## src/rtl/vshift_lane_issuer.sv

```systemverilog
// Vector shift lane issuer: splits a vector shift instruction into groups of
// LANES elements, drives the rotating serial shifter lanes, waits for every
// lane to finish, then masks the rotated results into true SLL/SRL/SRA values
// and presents each group on a valid/ready writeback port.
module vshift_lane_issuer #(
    parameter int WIDTH  = 32,
    parameter int LANES  = 4,
    parameter int VLBITS = 7
) (
    input  logic                   clk,
    input  logic                   reset,
    input  logic                   in_valid,
    output logic                   in_ready,
    input  logic [VLBITS-1:0]      in_vl,
    input  logic [1:0]             in_op,
    input  logic                   elm_valid,
    output logic                   elm_ready,
    input  logic [LANES*WIDTH-1:0] elm_opb,
    input  logic [LANES*5-1:0]     elm_sa,
    output logic                   sh_start,
    output logic [LANES*WIDTH-1:0] sh_opb,
    output logic [LANES*5-1:0]     sh_sa,
    output logic [1:0]             sh_op,
    input  logic [LANES-1:0]       sh_stalled,
    input  logic [LANES*WIDTH-1:0] sh_result,
    output logic                   wb_valid,
    input  logic                   wb_ready,
    output logic [LANES*WIDTH-1:0] wb_data,
    output logic [LANES-1:0]       wb_mask,
    output logic                   wb_last,
    output logic                   busy
);

    typedef enum logic [2:0] {
        S_IDLE,
        S_FETCH,
        S_ISSUE,
        S_WAIT,
        S_WB
    } state_t;

    localparam logic [VLBITS-1:0] LANES_V = VLBITS'(LANES);

    state_t                 state_q, state_d;
    logic [VLBITS-1:0]      remaining_q, remaining_d;
    logic [1:0]             op_q, op_d;
    logic [LANES*WIDTH-1:0] sh_opb_q, sh_opb_d;
    logic [LANES*5-1:0]     sh_sa_q, sh_sa_d;
    logic [LANES-1:0]       sign_q, sign_d;
    logic [LANES-1:0]       mask_q, mask_d;
    logic [LANES*WIDTH-1:0] wb_data_q, wb_data_d;
    logic [LANES*WIDTH-1:0] fixed_res;

    // Per-lane fix-up: the lanes only rotate, so clear the wrapped-in bits and
    // fill with the sign for SRA. Inactive lanes always read back as zero.
    genvar gi;
    generate
        for (gi = 0; gi < LANES; gi++) begin : g_fix
            logic [4:0]       s;
            logic [WIDTH-1:0] res;
            logic [WIDTH-1:0] lmask;
            logic [WIDTH-1:0] rmask;
            logic [WIDTH-1:0] rfix;
            assign s     = sh_sa_q[gi*5 +: 5];
            assign res   = sh_result[gi*WIDTH +: WIDTH];
            assign lmask = {WIDTH{1'b1}} << s;
            assign rmask = {WIDTH{1'b1}} >> s;
            assign rfix  = (res & rmask) | ((op_q[1] && sign_q[gi]) ? ~rmask : '0);
            assign fixed_res[gi*WIDTH +: WIDTH] =
                !mask_q[gi] ? '0 : (op_q[0] ? rfix : (res & lmask));
        end
    endgenerate

    // Next-state logic: instruction accept, group fetch, issue, wait, writeback.
    always_comb begin
        state_d     = state_q;
        remaining_d = remaining_q;
        op_d        = op_q;
        sh_opb_d    = sh_opb_q;
        sh_sa_d     = sh_sa_q;
        sign_d      = sign_q;
        mask_d      = mask_q;
        wb_data_d   = wb_data_q;
        case (state_q)
            S_IDLE: begin
                if (in_valid) begin
                    remaining_d = in_vl;
                    op_d        = in_op;
                    if (in_vl != '0) begin
                        state_d = S_FETCH;
                    end
                end
            end
            S_FETCH: begin
                if (elm_valid) begin
                    for (int i = 0; i < LANES; i++) begin
                        if (VLBITS'(i) < remaining_q) begin
                            sh_opb_d[i*WIDTH +: WIDTH] = elm_opb[i*WIDTH +: WIDTH];
                            sh_sa_d[i*5 +: 5]          = elm_sa[i*5 +: 5];
                            mask_d[i]                  = 1'b1;
                            sign_d[i]                  = elm_opb[i*WIDTH + WIDTH - 1];
                        end else begin
                            sh_opb_d[i*WIDTH +: WIDTH] = '0;
                            sh_sa_d[i*5 +: 5]          = '0;
                            mask_d[i]                  = 1'b0;
                            sign_d[i]                  = 1'b0;
                        end
                    end
                    state_d = S_ISSUE;
                end
            end
            S_ISSUE: begin
                state_d = S_WAIT;
            end
            S_WAIT: begin
                if (~|sh_stalled) begin
                    wb_data_d = fixed_res;
                    state_d   = S_WB;
                end
            end
            S_WB: begin
                if (wb_ready) begin
                    if (remaining_q <= LANES_V) begin
                        remaining_d = '0;
                        state_d     = S_IDLE;
                    end else begin
                        remaining_d = remaining_q - LANES_V;
                        state_d     = S_FETCH;
                    end
                end
            end
            default: begin
                state_d = S_IDLE;
            end
        endcase
    end

    // State and datapath registers with synchronous reset.
    always_ff @(posedge clk) begin
        if (reset) begin
            state_q     <= S_IDLE;
            remaining_q <= '0;
            op_q        <= '0;
            sh_opb_q    <= '0;
            sh_sa_q     <= '0;
            sign_q      <= '0;
            mask_q      <= '0;
            wb_data_q   <= '0;
        end else begin
            state_q     <= state_d;
            remaining_q <= remaining_d;
            op_q        <= op_d;
            sh_opb_q    <= sh_opb_d;
            sh_sa_q     <= sh_sa_d;
            sign_q      <= sign_d;
            mask_q      <= mask_d;
            wb_data_q   <= wb_data_d;
        end
    end

    assign in_ready  = (state_q == S_IDLE);
    assign elm_ready = (state_q == S_FETCH);
    assign sh_start  = (state_q == S_ISSUE);
    assign wb_valid  = (state_q == S_WB);
    assign busy      = (state_q != S_IDLE);
    assign wb_last   = (state_q == S_WB) && (remaining_q <= LANES_V);
    assign wb_data   = wb_data_q;
    assign wb_mask   = mask_q;
    assign sh_opb    = sh_opb_q;
    assign sh_sa     = sh_sa_q;
    assign sh_op     = op_q;

endmodule

```

## config.mk

```make
export PLATFORM = sky130hd
export DESIGN_NAME = vshift_lane_issuer
export DESIGN_NICKNAME = d
export VERILOG_FILES = /design/src/rtl/vshift_lane_issuer.sv
export SDC_FILE = /design/constraint.sdc
export NUM_CORES = 1
export LEC_CHECK = 0
export CORE_ASPECT_RATIO = 0.6
export CORE_MARGIN = 10
export CORE_UTILIZATION = 25
export CTS_BUF_LIST = sky130_fd_sc_hd__clkbuf_8
export DETAILED_ROUTE_END_ITERATION = 8
export DONT_BUFFER_PORTS = 1
export PLACE_DENSITY = 0.48
export SLEW_MARGIN = 20
export SYNTH_ARGS = -nofsm -noshare
export SYNTH_HDL_FRONTEND = slang
export SYNTH_SLANG_ARGS = --single-unit
```

## constraint.sdc

```tcl
create_clock -name clk -period 2.1 [get_ports clk]
set_input_delay 0.42 -clock clk [delete_from_list [all_inputs] [get_ports clk]]
set_output_delay 0.42 -clock clk [all_outputs]
set_load 0.03 [all_outputs]
```

* Yosys cells after proc, flatten, opt, wreduce, memory -nomap -nowiden
Cells that the tools add are included.
** Storage, ports and cells
- Register bits after elaboration :: 296
- Output and inout port bits :: 288
- Logic and storage cells :: 102
** Cells by class
- Add/sub/neg operators :: 1
- Magnitude comparators :: 5
- Equality and inequality tests :: 9
- Shift operators :: 8
- Muxes and demuxes :: 39
- Bitwise gates (word level) :: 17
- Reductions and logical operators :: 15
** Operator list (number)
- 32-bit two-way mux :: 16
- 32-bit AND :: 8
- 32-bit NOT :: 4
- 32-bit OR :: 4
- 32-bit by 5-bit << shifter with 32-bit output (first input constant) :: 4
- 32-bit by 5-bit right shift with 32-bit output (first input constant) :: 4
- 7-bit two-way mux :: 3
- 5-bit two-way mux :: 4
- 3-bit two-way mux :: 5
- 3-bit case mux with 5 select lines :: 1
- 1-bit by 7-bit less-than comparator with 1-bit output (first input constant) :: 2
- 2-bit by 7-bit less-than comparator with 1-bit output (first input constant) :: 2
- 7-bit case mux with 2 select lines :: 1
- 1-bit two-way mux :: 9
- 7-bit by 3-bit less-or-equal comparator with 1-bit output (second input constant) :: 1
- 7-bit nonzero test :: 1
- 7-bit by 3-bit subtractor with 7-bit output (second input constant) :: 1
- 3-bit by 2-bit == test with 1-bit output (second input constant) :: 2
- 2-bit inequality test (second input constant) :: 3
- 2-bit AND reduction :: 3
- 1-bit logical AND :: 5
- 5-bit AND reduction :: 1
- 2-bit by 1-bit inequality test with 1-bit output (second input constant) :: 2
- 4-bit OR reduction :: 1
- 7 further kinds :: 7

* Longest topological paths before layout
Gate-level depths: netlist of run 1.
- Depth in word-level cells :: 6
- Gate-level depth with buffers :: 8

* Worst setup path after synthesis of run 1
Ideal clock, no wire load.
- Kind :: register to output
- Start point :: register state_q[2]
- End point :: output busy
- Arrival :: 1813 ps
- Slack :: -133 ps
- Cell stages (with the launch flop) :: 4
- Cell sequence :: dfxtp_1 > buf_2 > nor3_1 > inv_1
** Between the ends
- Longest elaborated chain between the ends :: 1
** RTL lines
- start: declaration :: line 44 : state_t state_q, state_d;
- start signal: assignment :: line 150 : state_q <= state_d;
- 3-bit nonzero test :: line 165 : assign busy = (state_q != S_IDLE);
- end: declaration :: line 31 : output logic busy
No other way between the ends.

* Worst setup path in the final report of run 1
- Start point :: register state_q[1]
- End point :: output wb_last
** Between the ends
- Longest elaborated chain between the ends :: 2
** RTL lines
- 3-bit == test :: line 166 : assign wb_last = (state_q == S_WB) && (remaining_q <= LANES_V);
- 1-bit logical AND :: line 166
- end: declaration :: line 30 : output logic wb_last,
No other way between the ends.

==> key figures, run 1 <==
Drt
  • DRC viols: 0
  • Via count: between 10000 and 15000
  • Vias per cell: 5.31
  • First drt pass iteration count: 6
  • Drt initial violations: 1145
  • Routed len/inst: 24.7 µm
  • Final WL: between 60000 and 70000 µm
  • Routed Antenna Nets: 0

Pwr
  • Sw Pwr: 3.91 mW
  • Int Power: approximately 9.4 mW
  • PwrDens: 771 mW/mm²
  • Comb power frac: 12.8%
  • Total Power: 13.3 mW
  • Clock share of power: 42.0%
  • Seq pwr share: between 40% and 50%
  • Net Sw Frac: 29.3%
  • Max VDD drop: 0.491 mV
  • Lkg Pwr: 6.77 nW

Finish
  • Area growth, synth to finish: 27.1%
  • Share of layout cells above drive strength 1: 15.8%
  • Nets: ~2100
  • Commonest non-fill, non-tap cell in the layout: dfxtp_1
  • Most frequent cells in the layout: 283 x dfxtp_1, 189 x nor2_1, 183 x nand2_1
  • Layout Cells excl Fill: between 2000 and 3000

Setup path
  • CP Capture Point: wb_last
  • Worst-path maximum fanout: 4
  • Reg2reg path depth: 7
  • Critical Path Source Type: register
  • CP endpoint kind: output port
  • Setup crit start: state_q[1]$_SDFFE_PP0P_
  • Worst R2R End: state_q[0]$_SDFFE_PP0P_
  • Critical path data arrival time: 1760 ps
  • Critical setup path kind: register to output port
  • R2R Setup Slk: 80 ps
  • Critical R2R Launch: remaining_q[3]$_SDFFE_PP0P_
  • Critical path required time: roughly 1700 ps

Timing
  • Fin. Hold Viols: 125
  • WHS: -134 ps
  • Setup ws final: -75.3 ps
  • Max Freq: 0.460 GHz
  • Max-slew headroom: between 50% and 60%
  • Max-slew violations: 0
  • Clock Skew: 37.0 ps
  • Post-layout minimum cycle time: roughly 2200 ps
  • Worst-Margin Slew: between 700 and 800 ps
  • RSZ-0062 raised after global routing: true
  • Final cycle utilization of the critical path: 104%
  • # setup viols final: 4

Flow run
  • Max_cap viols: 0

Place
  • Dpl cells: 2334
  • Port Buf Inserts: 0
  • DPL Wire Length: 46400 µm
  • Routability congestion estimate: 0.835

Global routing
  • All-Layer GR Usage: 18.1%
  • Pin count of the biggest net entering global routing: 151
  • Initial antenna violation count: 3
  • Gr ovfl total: 0
  • First-pass GRT wire length: 90400 µm
  • Vias in the first global route: between 10000 and 15000

Floorplan
  • DIE HEIGHT: 201 µm
  • Initial Utilization: 25.2%
  • Die Wd: 321 µm
  • IO Count: 582
  • Total core area: ~0.054 mm²
  • Die area: ~0.064 mm²
  • # rows: between 60 and 70

CTS
  • H-tree depth: 2
  • Max clock buf depth: 3
  • Clk slew on worst S/H paths: around 60 ps
  • CTS Root Cell: clkbuf_8
  • Clock sink count: 292
  • CTS tree: built
  • Worst-skew pair later-pin latency: 660 ps
  • CTS Buf Count: 49

Synth
  • Average size of a mapped cell: 8.24 µm²
  • Yosys warns: 0
  • #FFs+latches synth: approximately 290
  • Syn Inst Count: 1650
  • Sequential element share of the synthesized area: between 40% and 50%
  • Synth cell types: 73
  • FFs w/ async S/R, synth: 0%
  • Post-synth EDFFs: 0
  • Primary FF master, synth: dfxtp_1
  • Synth Cell Area: 0.0136 mm²
  • Syn nets: 1946

Outcome
  • Failing checks: negative hold slack, negative setup slack
  • Outcome: finished with violations

Hold path
  • Worst Hold Class: input port to register
==> worst min-delay path by stage <==
stage	depth (start not counted)	endpoint	start
detailed placement	1	state_q[1]$_SDFFE_PP0P_	state_q[0]$_SDFFE_PP0P_
global route	1	remaining_q[3]$_SDFFE_PP0P_	reset
global placement	1	state_q[1]$_SDFFE_PP0P_	state_q[0]$_SDFFE_PP0P_
finish	1	sh_opb[45]$_SDFFE_PP0P_	reset
floorplan	2	remaining_q[0]$_SDFFE_PP0P_	remaining_q[0]$_SDFFE_PP0P_
CTS	1	wb_data[87]$_SDFFE_PP0P_	reset
==> sequential cells by signal, indices dropped and copies added (netlist names) <==
register     flops
sh_opb         128
wb_data        128
sh_sa           20
remaining_q      7
wb_mask          4
state_q          3
sh_op            2
==> synthesized netlist by cell type, types with 6 or more instances <==
cell type / count / area share (%)
dfxtp_1: 292 / 43
nor2_1: 191 / 5.3
nand2_1: 183 / 5.1
a21oi_1: 156 / 5.7
o21ai_0: 123 / 4.5
a22oi_1: 119 / 6.6
clkbuf_1: 99 / 2.7
a22o_1: 78 / 5.0
mux2i_1: 49 / 3.6
buf_2: 32 / 1.2
nand3_1: 28 / 1.0
mux2_2: 26 / 2.2
and2_1: 18 / 0.83
a21o_1: 17 / 0.94
nor3_1: 17 / 0.63
a31oi_1: 16 / 0.74
o31ai_1: 16 / 0.88
buf_1: 12 / 0.33
inv_1: 12 / 0.33
a211oi_1: 10 / 0.55
nor2b_1: 9 / 0.41
nor4_1: 9 / 0.41
and3_1: 8 / 0.37
o22ai_1: 8 / 0.37
nor3b_1: 7 / 0.39
or2_2: 7 / 0.32
a32oi_1: 6 / 0.39
buf_4: 6 / 0.33
nand4_1: 6 / 0.28
==> repair_timing <==
action                     in CTS  in global routing
hold buffers                   76                 26
setup endpoints to repair       5                 84
gates resized for setup        19                 16
hold endpoints to repair      217                141
buffers inserted                9                  0
pin swaps                       6                  3
gates cloned                    0                  1
==> logic make-up after synthesis <==
logic type                 count (synthesis)  share of synthesized area, %
AOI/OAI and AO/OA                        596                          28.6
and+or+nand+nor                          519                          17.2
DFF                                      292                          43.0
buffers and inverters                    166                          5.26
muxes                                     75                          5.76
adders and majority gates                  2                         0.184
==> worst max-delay path: stages (launching register included) <==
cell	delay [ps]
dfxtp_2	330
buf_6	110
or3b_4	430
nor2_4	120
buf_6	130
==> area by class of cell <==
cell class | instances | area [µm²]
Fill cell | 5622 | 36700
Multi-Input combinational cell | 1193 | 7170
Sequential cell | 292 | 5860
Timing Repair Buffer | 235 | 2250
Tap cell | 714 | 893
Clock buffer | 61 | 840
Clock inverter | 27 | 216
Inverter | 13 | 48.8
Antenna cell | 1 | 2.50
==> power groups by stage <==
stage,Combinational (mW),Clock (mW),Sequential [mW]
2_1_floorplan,1.04,0,6.11
3_3_place_gp,1.42,0,6.15
4_1_cts,1.60,5.84,6.03
6_report,1.70,5.59,6.03
5_1_grt,1.87,6.08,6.05
3_5_place_dp,1.44,0,6.15
==> through the flow <==
step / area (µm²) / TNS, ps / setup WS [ps] / utilization (%)
5_1_grt: 17300 / -537 / -162 / 32.0
3_3_place_gp: 15000 / -22.0 / -12.1 / 27.8
3_5_place_dp: 15000 / -114 / -32.1 / 27.8
2_1_floorplan: 13600 / 0 / 254 / -
4_1_cts: 16900 / -376 / -154 / 31.3
6_report: 17300 / -161 / -75.3 / 32.0
==> per-layer routing <==
layer  global-route usage (%)  routed length, µm  up-vias
li1                         -                  -     6258
met1                     22.4              26400     6570
met2                     29.2              28700      554
met3                     7.31               6440       78
met4                     4.31               1170        6
met5                        0                 34        -
No activity file was read; power rests on OpenSTA's default activity.
==> run 2: changes to the inputs <==
--- a/config.mk
+++ b/config.mk
@@ -8,7 +8,7 @@
 export CORE_ASPECT_RATIO = 0.6
 export CORE_MARGIN = 10
 export CORE_UTILIZATION = 25
-export CTS_BUF_LIST = sky130_fd_sc_hd__clkbuf_8
+export CTS_BUF_LIST = sky130_fd_sc_hd__clkbuf_8 sky130_fd_sc_hd__clkbuf_16
 export DETAILED_ROUTE_END_ITERATION = 8
 export DONT_BUFFER_PORTS = 1
 export PLACE_DENSITY = 0.48
==> run 2 against run 1 <==
Net effect: the flow still finishes with violations (negative hold slack, negative setup slack); critical path depth unchanged; worst hold slack gained 56 ps; via count is 2.0% lower; combinational power is 3% lower; fmax up 2.5%; critical path type unchanged; largest power group is now the clock network; highest routed layer unchanged.
==> key figures, run 2 (synthesized netlist as in run 1, its figures left out) <==
Flow run
  • Max_cap viols: 0

Pwr
  • Sw Pwr: 3.77 mW
  • Int Power: a little over 10 mW
  • Clock share of power: roughly 45%
  • Net Sw Frac: 27.1%
  • Max VDD drop: 0.624 mV
  • Seq pwr share: 43.4%
  • Lkg Pwr: 6.67 nW
  • Total Power: 13.9 mW
  • Comb power frac: 11.9%
  • PwrDens: about 810 mW/mm²

Timing
  • Clock Skew: between 20 and 25 ps
  • WHS: -78.0 ps
  • Max Freq: 0.471 GHz
  • Max-slew headroom: roughly 50%
  • Fin. Hold Viols: between 80 and 90
  • Worst-Margin Slew: 739 ps
  • Final cycle utilization of the critical path: 101%
  • Max-slew violations: 0
  • Setup ws final: -23.0 ps
  • Setup TNS: -23.0 ps
  • # setup viols final: 1
  • Post-layout minimum cycle time: between 2000 and 2500 ps
  • RSZ-0062 raised after global routing: true

Outcome
  • Outcome: finished with violations
  • Failing checks: negative hold slack, negative setup slack

Drt
  • DRC viols: 0
  • Drt initial violations: 1053
  • First drt pass iteration count: 5
  • Final WL: 62100 µm
  • Routed Antenna Nets: 0
  • Via count: 13200
  • Routed len/inst: ~25 µm
  • Vias per cell: approximately 5.3

Global routing
  • Vias in the first global route: between 10000 and 15000
  • First-pass GRT wire length: 88900 µm
  • Pin count of the biggest net entering global routing: 151
  • All-Layer GR Usage: 17.8%
  • Initial antenna violation count: 4
  • Gr ovfl total: 0

Finish
  • Commonest non-fill, non-tap cell in the layout: dfxtp_1
  • Area growth, synth to finish: 25.9%
  • Share of layout cells above drive strength 1: between 10% and 20%
  • Layout Cells excl Fill: approximately 2500
  • Fillers: 5615
  • Nets: ~2000
  • Final Instance Area: 0.0171 mm²
  • Most frequent cells in the layout: 286 x dfxtp_1, 189 x nor2_1, 183 x nand2_1
  • Final Core Density: 31.7%
  • Area of the multi-input gates: 0.00716 mm²
  • Reg area: 0.00586 mm²

Place
  • Dpl cells: 2334
  • Post-DP Area: approximately 0.015 mm²
  • DPL Wire Length: 46400 µm
  • Routability congestion estimate: roughly 0.83
  • Placement Setup Slack: -32.1 ps
  • Port Buf Inserts: 0

CTS
  • H-tree depth: 1
  • Worst-skew pair later-pin latency: 590 ps
  • CTS Root Cell: clkbuf_16
  • Clk slew on worst S/H paths: 70 ps
  • CTS tree: built
  • Clock sink count: 292
  • CTS Buf Count: 31
  • Max clock buf depth: 3

Floorplan
  • Total core area: 0.0540 mm²
  • Initial Utilization: 25.2%
  • Die area: 0.0644 mm²
  • Die Wd: 321 µm
  • # rows: 66
  • DIE HEIGHT: 201 µm
  • IO Count: 582

Hold path
  • Worst Hold Class: input port to register

Setup path
  • Critical path data arrival time: 1700 ps
  • Worst stage delay on the critical path: 420 ps
  • CP endpoint kind: output port
  • Crit-path cells: buf_6 -> or3b_4 -> nor2_4 -> buf_6
  • Slowest CP cell: or3b_4
  • Worst-path maximum fanout: 4
  • Critical Path Source Type: register
  • Most used cell, CP: buf_6
  • Critical setup path kind: register to output port
  • Critical path required time: 1680 ps
run 2: changes by cell type in the layout (fill, tap and decap cells not counted), moves of 3 or more:
cell,delta
clkinvlp_4,-4
dfxtp_1,+3
dlygate4sd3_1,-26
clkbuf_16,+32
clkinv_2,-5
bufinv_16,+4
clkbuf_8,-57
dfxtp_2,-3
run 2: path summary, 6_finish.rpt:
kind | startpoint | slack [ps] | cells past startpoint | endpoint
min reg2reg | remaining_q[3]$_SDFFE_PP0P_ | 520 | 2 | remaining_q[3]$_SDFFE_PP0P_
max reg2reg | remaining_q[3]$_SDFFE_PP0P_ | 130 | 8 | sh_opb[73]$_SDFFE_PP0P_
min | reset | -80 | 1 | sh_opb[45]$_SDFFE_PP0P_
max | state_q[2]$_SDFFE_PP0P_ | -20 | 4 | wb_last
run 2: layer usage:
layer,vias to the layer above,GRT usage [%],share of wire (%)
met5,-,0,0.089
met4,8,2.40,1.4
met3,64,6.98,10
met2,514,29.2,46
met1,6437,22.2,42
li1,6169,-,-
run 2: repair_timing:
action / CTS / global route
setup buffers: 9 / 3
resized for setup: 17 / 17
hold buffers: 47 / 29
pin swaps: 6 / 4
cloned: 0 / 1
hold endpoints to repair: 188 / 131
setup endpoints to repair: 2 / 80
run 2: area by class of cell:
class | instances | area share [%]
clock buffers | 36 | 5.00
inverters | 13 | 0.300
flip-flops and latches | 292 | 34.2
repair buffers | 211 | 11.8
clock inverters | 20 | 1.60
multi-input cells | 1193 | 41.8
diodes | 2 | 0.0292
well taps | 714 | 5.22
run 2: critical path, delay by kind of cell, from the launching register on:
family	cells	cell delay (ps)
DFF	1	350
and+or+nand+nor	2	540
buffers and inverters	2	230
run 2: power groups by stage:
stage	clock, mW	combinational [mW]	sequential (mW)
final	6.21	1.65	6.03
after global routing	6.61	1.82	6.04
after CTS	6.42	1.55	6.02
after detailed placement	0	1.44	6.15
after global placement	0	1.42	6.15
after floorplan	0	1.04	6.11
==> run 3: changes to the inputs <==
--- a/config.mk
+++ b/config.mk
@@ -5,13 +5,16 @@
 export SDC_FILE = /design/constraint.sdc
 export NUM_CORES = 1
 export LEC_CHECK = 0
+export ABC_AREA = 1
 export CORE_ASPECT_RATIO = 0.6
 export CORE_MARGIN = 10
 export CORE_UTILIZATION = 25
 export CTS_BUF_LIST = sky130_fd_sc_hd__clkbuf_8 sky130_fd_sc_hd__clkbuf_16
+export CTS_CLUSTER_SIZE = 16
 export DETAILED_ROUTE_END_ITERATION = 8
 export DONT_BUFFER_PORTS = 1
 export PLACE_DENSITY = 0.48
+export RECOVER_POWER = 25
 export SLEW_MARGIN = 20
 export SYNTH_ARGS = -nofsm -noshare
 export SYNTH_HDL_FRONTEND = slang
==> run 3 against run 2 <==
Net effect: the flow now finishes without violations; sequential cell count unchanged; critical path type is now register to register; non-clock buffer count up 25; synthesized cell count up 41%; worst hold slack better by 90 ps; cell count up 31%; combinational power rose to 4.4 times the previous value; sequential share of layout area down 3.2 points; worst setup slack better by 39 ps; critical path depth up 4; clock-buffer cell count up 7; fmax up 1.9%.
==> key figures, run 3 <==
Outcome
  • Outcome: completed

Synth
  • Sequential element share of the synthesized area: 39.8%
  • Syn Inst Count: 2328
  • Commonest cells in the netlist: 878 x nand2_1, 388 x nand3_1, 315 x a21oi_1
  • Largest area contributor in the netlist: dfxtp_1
  • Average size of a mapped cell: 6.31 µm²
  • Primary FF master, synth: dfxtp_1
  • Synth cell types: 27
  • Most common cell in the netlist: nand2_1
  • Syn nets: around 2600
  • FFs w/ async S/R, synth: 0%
  • Largest cells by area after synthesis: dfxtp_1 40%, nand2_1 22%, nand3_1 13%
  • Top cell type's share of synthesized area: 39.8%
  • Synth Cell Area: 0.0147 mm²
  • #FFs+latches synth: about 290
  • Post-synth EDFFs: 0
  • Yosys warns: 0

Floorplan
  • IO Count: 582
  • Initial Utilization: between 20 and 30%
  • DIE HEIGHT: roughly 210 µm
  • # rows: 68
  • Die Wd: 333 µm
  • Total core area: 0.0579 mm²
  • Die area: 0.0692 mm²

Setup path
  • Critical Path Source Type: register
  • Setup crit start: state_q[2]$_SDFFE_PP0P_
  • Slowest CP cell: dlygate4sd3_1
  • Family with the most delay on the worst path: buffers and inverters
  • Bufs and invs on worst path: 3
  • Critical path data arrival time: 2570 ps
  • CP endpoint kind: register
  • Critical R2R Launch: state_q[2]$_SDFFE_PP0P_
  • Worst-path maximum fanout: 8
  • Most used cell, CP: buf_12
  • Crit-path cells: nor3_4 -> nand2_4 -> nor2_4 -> buf_12 -> buf_12 -> nand2_1 -> a21oi_2 -> dlygate4sd3_1
  • Critical setup path kind: register to register
  • Critical path required time: 2580 ps
  • Worst stage delay on the critical path: 560 ps

Timing
  • RSZ-0062 raised after global routing: true
  • Fin. Hold Viols: 0
  • Setup TNS: 0 ps
  • Setup ws final: 16.0 ps
  • WHS: 11.8 ps
  • Post-layout minimum cycle time: 2080 ps
  • Max-slew violations: 0
  • # setup viols final: 0
  • Max-slew headroom: 44.6%
  • Clock Skew: 22.8 ps
  • Final cycle utilization of the critical path: 99.2%
  • Max Freq: 0.480 GHz
  • Worst-Margin Slew: approximately 800 ps

Global routing
  • Pin count of the biggest net entering global routing: 284
  • First-pass GRT wire length: 104000 µm
  • All-Layer GR Usage: 19.5%
  • Vias in the first global route: around 15000
  • Initial antenna violation count: 8
  • Gr ovfl total: 0

Finish
  • Commonest non-fill, non-tap cell in the layout: nand2_1
  • Nets: 2738
  • Area growth, synth to finish: 28.6%
  • Most frequent cells in the layout: 873 x nand2_1, 384 x nand3_1, 300 x a21oi_1
  • Final Core Density: 32.6%
  • Share of layout cells above drive strength 1: approximately a tenth

CTS
  • CTS Buf Count: 35
  • Max clock buf depth: 3
  • H-tree depth: 2
  • Clk slew on worst S/H paths: 70 ps
  • Worst-skew pair later-pin latency: approximately 560 ps
  • Clock sink count: 292
  • CTS tree: built
  • CTS Root Cell: clkbuf_16

Place
  • DPL Wire Length: 53000 µm
  • Placement Setup Slack: slightly above 200 ps
  • Routability congestion estimate: 0.927
  • Port Buf Inserts: 0

Drt
  • Drt initial violations: between 1500 and 2000
  • Routed len/inst: 22.9 µm
  • DRC viols: 0
  • Routed Antenna Nets: 0
  • Vias per cell: 5.09
  • First drt pass iteration count: 6
  • Final WL: 74300 µm
  • Via count: 16500

Pwr
  • Lkg Pwr: a little under 8 nW
  • PwrDens: about 1100 mW/mm²
  • Max VDD drop: 0.628 mV

Hold path
  • Hold Startpoint: elm_sa[19]
  • Worst Hold Class: input port to register

Flow run
  • Max_cap viols: 0
==> run 3: changes by cell type after synthesis, sizes merged, moves of 78 or more <==
cell,change
a22oi,-119
nand3,+360
a22o,-78
nand2,+696
inv,+86
a21oi,+157
nor2,-88
==> run 3: layer usage <==
layer | up-vias | global-route usage [%] | routed length [µm]
met5 | - | 0 | 13
li1 | 7863 | - | -
met4 | 2 | 6.17 | 1900
met3 | 101 | 8.59 | 8480
met2 | 733 | 29.3 | 32200
met1 | 7822 | 24.8 | 31700
==> run 3: cell families after synthesis <==
logic type / share of synthesized area, %
and+or+nand+nor: 39.0
buffers and inverters: 7.36
DFF: 39.8
adders and majority gates: 0.170
xor gates and xnor gates: 0.179
AOI/OAI and AO/OA: 13.5
==> run 3: what timing repair did <==
action	CTS	global route
hold endpoints to repair	283	9
cloned	0	11
setup endpoints to repair	3	86
resized for setup	16	48
pin swaps	3	3
setup buffers	2	15
hold buffers	123	1
==> run 3: final timing paths <==
path,endpoint,slack [ps],cells after the start
hold / removal,sh_sa[19]$_SDFFE_PP0P_,10,2
setup reg to reg,sh_opb[112]$_SDFFE_PP0P_,20,8
setup / recovery,sh_opb[112]$_SDFFE_PP0P_,20,8
hold reg to reg,remaining_q[0]$_SDFFE_PP0P_,520,2
==> run 3: layout make-up <==
type	instances	area, µm²
Fill cell	6287	39000
Timing Repair Buffer	236	2450
Inverter	101	380
Clock buffer	43	1010
Tap cell	770	963
Sequential cell	292	5860
Multi-Input combinational cell	1776	7920
Clock inverter	20	280
Antenna cell	6	15.0
==> run 3: through the flow <==
stage	power [mW]	instances	cell area (µm²)
2_1_floorplan	11.3	2328	14700
3_3_place_gp	13.4	3036	15900
3_5_place_dp	13.5	3036	15900
4_1_cts	21.1	3224	18500
5_1_grt	22.7	3240	18900
6_report	21.5	3244	18900
==> run 3: power by group <==
group | total [mW] | internal (mW) | switching, mW
combinational | 7.18 | 2.58 | 4.60
clock | 6.92 | 4.18 | 2.74
sequential | 7.38 | 6.10 | 1.29
